### src/rtl/rv_core_pkg.sv
// Shared fetch-controller types and constants: FSM state encoding, NOP word, default vectors.
package rv_core_pkg;

  typedef enum logic [1:0] {
    REQ  = 2'd0,
    WAIT = 2'd1,
    HOLD = 2'd2
  } fetch_state_e;

  localparam logic [31:0] NOP_INSTR            = 32'h0000_0013;
  localparam logic [31:0] DEFAULT_RESET_VECTOR = 32'h0000_0000;
  localparam logic [31:0] DEFAULT_TRAP_VECTOR  = 32'h0000_0100;
  localparam int unsigned DEFAULT_RSP_TIMEOUT  = 16;

  // Sequential PC successor; wraps silently at 2^32.
  function automatic logic [31:0] pc_inc4(input logic [31:0] p);
    return p + 32'd4;
  endfunction

endpackage

### src/rtl/pc_register.sv
// Architectural PC flop: synchronous reset to RESET_VECTOR, loads d when load_en is high.
module pc_register
  import rv_core_pkg::*;
#(
  parameter logic [31:0] RESET_VECTOR = DEFAULT_RESET_VECTOR
) (
  input  logic        clk,
  input  logic        reset,
  input  logic        load_en,
  input  logic [31:0] d,
  output logic [31:0] q
);

  logic [31:0] pc_q;
  logic [31:0] pc_d;

  always_comb begin
    pc_d = pc_q;
    if (load_en) pc_d = d;
  end

  always_ff @(posedge clk) begin
    if (reset) pc_q <= RESET_VECTOR;
    else       pc_q <= pc_d;
  end

  assign q = pc_q;

endmodule

### src/rtl/pc_fetch_ctrl.sv
// PC owner and imem fetch sequencer (REQ -> WAIT -> HOLD), holding the fetched word for decode.
// Optional misaligned-target trap on retire is enabled with `define PC_MISALIGN_TRAP_EN.
//
// state | meaning
// REQ   | request to imem at pc; waits for imem_req_ready
// WAIT  | waiting for the response, timeout counter running
// HOLD  | instr/pc/pc_plus4 valid for decode until retire
module pc_fetch_ctrl
  import rv_core_pkg::*;
#(
  parameter logic [31:0] RESET_VECTOR = DEFAULT_RESET_VECTOR,
  parameter int unsigned RSP_TIMEOUT  = DEFAULT_RSP_TIMEOUT,
  parameter logic [31:0] TRAP_VECTOR  = DEFAULT_TRAP_VECTOR
) (
  input  logic        clk,
  input  logic        reset,
  input  logic [31:0] pc_next,
  output logic        imem_req_valid,
  input  logic        imem_req_ready,
  output logic [31:0] imem_addr,
  input  logic        imem_rsp_valid,
  input  logic [31:0] imem_rsp_data,
  output logic        instr_valid,
  input  logic        instr_ready,
  output logic [31:0] instr,
  output logic [31:0] pc,
  output logic [31:0] pc_plus4,
  output logic        fetch_err
);

  localparam logic [7:0] CNT_LAST = 8'(RSP_TIMEOUT - 1);

`ifdef PC_MISALIGN_TRAP_EN
  localparam bit TRAP_EN = 1'b1;
`else
  localparam bit TRAP_EN = 1'b0;
  logic unused_trap_vector;
  assign unused_trap_vector = ^TRAP_VECTOR;
`endif

  fetch_state_e state_q, state_d;
  logic [7:0]   cnt_q, cnt_d;
  logic [31:0]  instr_q, instr_d;
  logic         instr_valid_q, instr_valid_d;
  logic         req_valid_q, req_valid_d;
  logic         fetch_err_q, fetch_err_d;

  logic         pc_load;
  logic [31:0]  pc_load_val;
  logic [31:0]  pc_cur;

  pc_register #(
    .RESET_VECTOR(RESET_VECTOR)
  ) u_pc_register (
    .clk    (clk),
    .reset  (reset),
    .load_en(pc_load),
    .d      (pc_load_val),
    .q      (pc_cur)
  );

  always_comb begin
    state_d     = state_q;
    cnt_d       = cnt_q;
    instr_d     = instr_q;
    fetch_err_d = fetch_err_q;
    pc_load     = 1'b0;
    pc_load_val = pc_next;

    unique case (state_q)
      REQ: begin
        // The request register is cleared by reset, so the first request goes out one cycle later.
        if (req_valid_q && imem_req_ready) begin
          state_d = WAIT;
          cnt_d   = 8'd0;
        end
      end
      WAIT: begin
        if (imem_rsp_valid) begin
          instr_d = imem_rsp_data;
          state_d = HOLD;
        end else if (cnt_q == CNT_LAST) begin
          fetch_err_d = 1'b1;
          instr_d     = NOP_INSTR;
          state_d     = HOLD;
        end else begin
          cnt_d = cnt_q + 8'd1;
        end
      end
      HOLD: begin
        if (instr_ready) begin
          pc_load = 1'b1;
          state_d = REQ;
          if (TRAP_EN && (pc_next[1:0] != 2'b00)) begin
            pc_load_val = TRAP_VECTOR;
            fetch_err_d = 1'b1;
          end
        end
      end
      default: state_d = REQ;
    endcase

    instr_valid_d = (state_d == HOLD);
    req_valid_d   = (state_d == REQ);
  end

  always_ff @(posedge clk) begin
    if (reset) begin
      state_q       <= REQ;
      cnt_q         <= 8'd0;
      instr_q       <= NOP_INSTR;
      instr_valid_q <= 1'b0;
      req_valid_q   <= 1'b0;
      fetch_err_q   <= 1'b0;
    end else begin
      state_q       <= state_d;
      cnt_q         <= cnt_d;
      instr_q       <= instr_d;
      instr_valid_q <= instr_valid_d;
      req_valid_q   <= req_valid_d;
      fetch_err_q   <= fetch_err_d;
    end
  end

  assign imem_req_valid = req_valid_q;
  assign imem_addr      = pc_cur;
  assign instr_valid    = instr_valid_q;
  assign instr          = instr_q;
  assign pc             = pc_cur;
  assign pc_plus4       = pc_inc4(pc_cur);
  assign fetch_err      = fetch_err_q;

endmodule

### config.mk
export PLATFORM = sky130hd
export DESIGN_NAME = pc_fetch_ctrl
export DESIGN_NICKNAME = d
export VERILOG_FILES = /design/src/rtl/rv_core_pkg.sv /design/src/rtl/pc_register.sv /design/src/rtl/pc_fetch_ctrl.sv
export SDC_FILE = /design/constraint.sdc
export NUM_CORES = 1
export LEC_CHECK = 0
export ABC_AREA = 1
export BUFFER_PORTS_ARGS = -buffer_cell sky130_fd_sc_hd__buf_4
export CAP_MARGIN = 20
export CORE_UTILIZATION = 49
export CTS_BUF_LIST = sky130_fd_sc_hd__clkbuf_8 sky130_fd_sc_hd__clkbuf_16
export DETAILED_ROUTE_END_ITERATION = 16
export PLACE_DENSITY_LB_ADDON = 0.25
export SYNTH_ARGS = -nofsm -noshare
export SYNTH_HDL_FRONTEND = slang
export SYNTH_SLANG_ARGS = --single-unit
### constraint.sdc
create_clock -name clk -period 3.6 [get_ports clk]
set_input_delay 0.72 -clock clk [delete_from_list [all_inputs] [get_ports clk]]
set_output_delay 0.72 -clock clk [all_outputs]
set_load 0.03 [all_outputs]
**After elaboration in Yosys (flattened, before gate mapping)**

Cells that the tools add are included.

- Register bits: 77
- Word-level logic and storage cells: 38
- Output and inout port bits: 131
- Bits of input ports: 69

- Reduce and logical (&&, ||, !) cells: 8
- $add $sub $neg: 2
- Equal/unequal tests: 7
- Multiplexer cells: 13
- Bitwise operators: 1

Operators by type and width:

| kind | number |
|---|---|
| two-way mux 32 bit | 2 |
| adder 32 x 3 -> 32 bit (second input constant) | 1 |
| two-way mux 8 bit | 3 |
| one-hot mux 8 bit (2 select lines) | 1 |
| adder 8 x 1 -> 8 bit (second input constant) | 1 |
| == test 8 x 4 -> 1 bit (second input constant) | 1 |
| two-way mux 2 bit | 4 |
| inequality test 2 bit (second input constant) | 3 |
| one-hot mux 2 bit (3 select lines) | 1 |
| == test 2 bit (second input constant) | 2 |
| logical NOT 2 bit | 2 |
| AND reduction 4 bit | 1 |
| nonzero test 2 bit | 2 |
| AND reduction 3 bit | 1 |
| == test 2 x 1 -> 1 bit (second input constant) | 1 |
| two-way mux 1 bit | 2 |
| AND reduction 2 bit | 1 |
| logical AND 1 bit | 1 |
| inverter 1 bit | 1 |

**Logic depth before layout (Yosys ltp)**

- Depth after elaboration: 5
- Depth in mapped cells: 9
- Mapped depth without buffers: 8

**Cells and area by module**

A second synthesis with hierarchy kept.

- Cell total of the unflattened synthesis: 656
- Area, all modules: 4,290.4 um^2

Modules (own cells, without submodules):

| module | seq. area each (um^2) | area each (um^2) | times used | cells an instance |
|---|---|---|---|---|
| pc_fetch_ctrl | 900.9 | 2,951.6 | 1 | 453 |
| pc_register | 640.6 | 1,338.8 | 1 | 203 |

**Least setup slack after synthesis**

OpenSTA, ideal clock, no wires.

- Kind: register to output
- Start point: register u_pc_register.pc_q[3] (netlist: u_pc_register.q[3])
- End point: output port pc_plus4[16]
- Buffers on the path: 0
- Arrival: 1,922 ps
- Stages on the path, launching flop included: 7
- Setup slack: 958 ps
- Cells stage by stage: dfxtp_1 -> ha_1 -> nand2_1 -> nor3_2 -> nand2_1 -> nor2_1 -> xor2_1

- Word-level cells in the longest chain between the ends: 1

RTL lines:

| item | RTL line | text |
|---|---|---|
| from (decl) | pc_register.sv:14 | `logic [31:0] pc_q;` |
| from (signal assigned) | pc_register.sv:24 | `else pc_q <= pc_d;` |
| adder 32 x 3 -> 32 bit | rv_core_pkg.sv:17 | `return p + 32'd4;` |
| to (decl) | pc_fetch_ctrl.sv:27 | `output logic [31:0] pc_plus4,` |

No other way between the ends.

**Worst setup path after layout**

Same ends and word-level chain as after synthesis.

==> metrics <==
Max rail drop VDD 0.254 mV; most common cell after layout, fill and taps aside buf_4; RSZ-0062 raised after global routing no; minimum clock period 2.95 ns; Post-synth EDFFs 0; port bufs 199; ys flop type dfxtp_1; DR iter-0 viols 219; Data required, critical path 2.88 ns; clock root cell clkbuf_8; CTS tree built; antenna-violating nets left 0; core area 7690 um^2; Yosys warning count 0; placer congestion estimate between 0.9 and 1; post-route insts no fill about 830; number of fill cells in the layout 646; Clock transition at path regs 0.09 ns; Max Cap Viol 0; Crit path arrival time 2.23 ns; CTS HTree Levels 3; switching share of power 27.9%; Num CTS Buffers 9; CP Launch Type flop; sequential power share 49.6%; Worst Skew roughly 0.011 ns; Worst Path Class, Setup reg -> out; Total GRT Usage 27.0%; final setup fails 0; Design Area, Final roughly 5400 um^2; I/O pin cnt 200; DP Cell Count 811; Overflow after GRT 0; CTS Sinks 77; Hold Vio Cnt, Final 0; register area 1540 um^2; die area roughly 8300 um^2; Clock power frac a little over a third; DP Area just over 5000 um^2; Mapped Nets 633; nets@finish a little under 800; routed wire length 11.4 mm; vias 4241; most frequent cells in the layout buf_4, nand2_1, dfxtp_1, a21oi_1, inv_1; initial antenna violation count 0; vias in the first global route 4095; largest net degree at the start of global routing 65; first-pass GRT wire length 18.1 mm; Pwr per Cell Area approximately 330 nW/um^2; CTS Hold Buffers Added 0; Seq/Total Area, Yosys 39.6%; Post-CTS Setup Repair Bufs 0; Static Leakage roughly 2.4 nW; measured slew at the worst slew-check pin 0.929 ns; Peak Freq 339 MHz; Min-Delay Path Class reg -> reg; fin. max-slew vios 0; post-CTS sizing 0; outcome complete, no violations; Avg Inst Size Synth 6.93 um^2; count of cell types in the netlist 24; later-pin clock latency in the skew report between 0.3 and 0.4 ns; ant diodes 0; Initial Util 50.7%; CTS max path bufs 2; die width 91.1 um; Worst Setup End Kind output pin; die height approximately 91 um; Post-DP HPWL 8.70 mm; drt wl/cell 13.9 um; Tcrit/Tclk final between 80 and 90%; Vias/cell 5.13; Syn Std Cell Area 3890 um^2; area occupied by multi-input gates roughly 1800 um^2; internal power 1.29 mW; Logic pwr share 13.8%; Site Rows 32; Yosys reg bits 77; Psw 0.499 mW; Setup TNS Final 0 ns; area delta synth->final 37.6%; critical-path maximum fanout 5; share of layout cells above drive strength 1 31.5%; DRT Pass-1 Iters 5; DRC 0; cells after synthesis 562; Worst slew margin 38.0%; asr flop ratio synth 0%
## cells in the mapped netlist (5+ instances only)
| library cell | instances | area (um^2) |
|---|---|---|
| nand2_1 | 147 | 552 |
| dfxtp_1 | 77 | 1540 |
| a21oi_1 | 72 | 360 |
| inv_1 | 54 | 203 |
| nor2_1 | 44 | 165 |
| o21ai_0 | 40 | 200 |
| buf_4 | 35 | 263 |
| nand3_1 | 26 | 130 |
| xor2_1 | 18 | 158 |
| clkbuf_1 | 13 | 48.8 |
| nor3_1 | 11 | 55.1 |
| nand4_1 | 5 | 31.3 |
## registers in the layout, summed over array words and instances (netlist names)
| name | cells |
|---|---|
| state_q | 2 |
| instr_valid | 1 |
| fetch_err | 1 |
| u_pc_register.q | 32 |
| instr | 32 |
| imem_req_valid | 1 |
| cnt_q | 8 |
## logic make-up (layout without fill, tap and decap cells)
logic type      Yosys count  in the layout  synth area share [%]
flops                    77             77                  39.6
simple gates            243            243                  26.1
fa+ha+maj                 2              2                 0.643
compound gates          114            114                  15.0
xor+xnor                 18             18                  4.05
buf+inv                 108            270                  14.6
## path summary, 6_finish.rpt
| check | startpoint | endpoint | slack [ns] | depth (start not counted) |
|---|---|---|---|---|
| worst max register to register | cnt_q[0]$_SDFFE_PP0P_ | instr[15]$_SDFFE_PP0P_ | 1.75 | 6 |
| worst min register to register | instr[13]$_SDFFE_PP0P_ | instr[13]$_SDFFE_PP0P_ | 0.46 | 2 |
| worst max-delay path | u_pc_register.q[3]$_SDFFE_PP0P_ | pc_plus4[16] | 0.65 | 7 |
| worst min-delay path | instr[13]$_SDFFE_PP0P_ | instr[13]$_SDFFE_PP0P_ | 0.46 | 2 |
## stage by stage
stage	hold slack [ns]	power, mW	util (%)	setup WS, ns
3_5_place_dp	0.454	1.16	67.3	1.06
3_3_place_gp	0.449	1.15	67.3	1.19
2_1_floorplan	0.441	1.05	-	0.958
6_report	0.464	1.79	69.7	0.646
5_1_grt	0.487	1.85	69.7	0.521
4_1_cts	0.468	1.79	69.7	0.654
## critical path: stages (launching register included)
cell and delay [ns]:
dfxtp_1 0.42, ha_1 0.31, nand2_1 0.14, nor3_2 0.35
nand2_1 0.17, nor2_1 0.15, xor2_1 0.16, buf_4 0.18
## per-layer routing
metal / share of wire, % / GRT usage, % / vias to the layer above
met4: 4.1 / 13.8 / 0
li1: - / - / 2080
met1: 38 / 27.8 / 1918
met2: 50 / 49.4 / 203
met3: 7.4 / 7.87 / 40
met5: 0 / 0 / -
## power groups by stage
stage / Sequential, mW / Combinational, mW / Clock, mW
after floorplan: 0.940 / 0.107 / 0
after global placement: 0.907 / 0.245 / 0
after detailed placement: 0.908 / 0.248 / 0
after CTS: 0.888 / 0.248 / 0.656
after global routing: 0.891 / 0.265 / 0.698
final: 0.888 / 0.248 / 0.656
## cell type report
type / count / area share [%]
tap: 102 / 2.38
timing repair buffer: 201 / 28.2
clock inverter: 6 / 1.19
multi-input combinational: 377 / 33.4
sequential: 77 / 28.8
clock buffer: 9 / 2.31
inverter: 54 / 3.78
No activity file was read; power rests on OpenSTA's default activity.
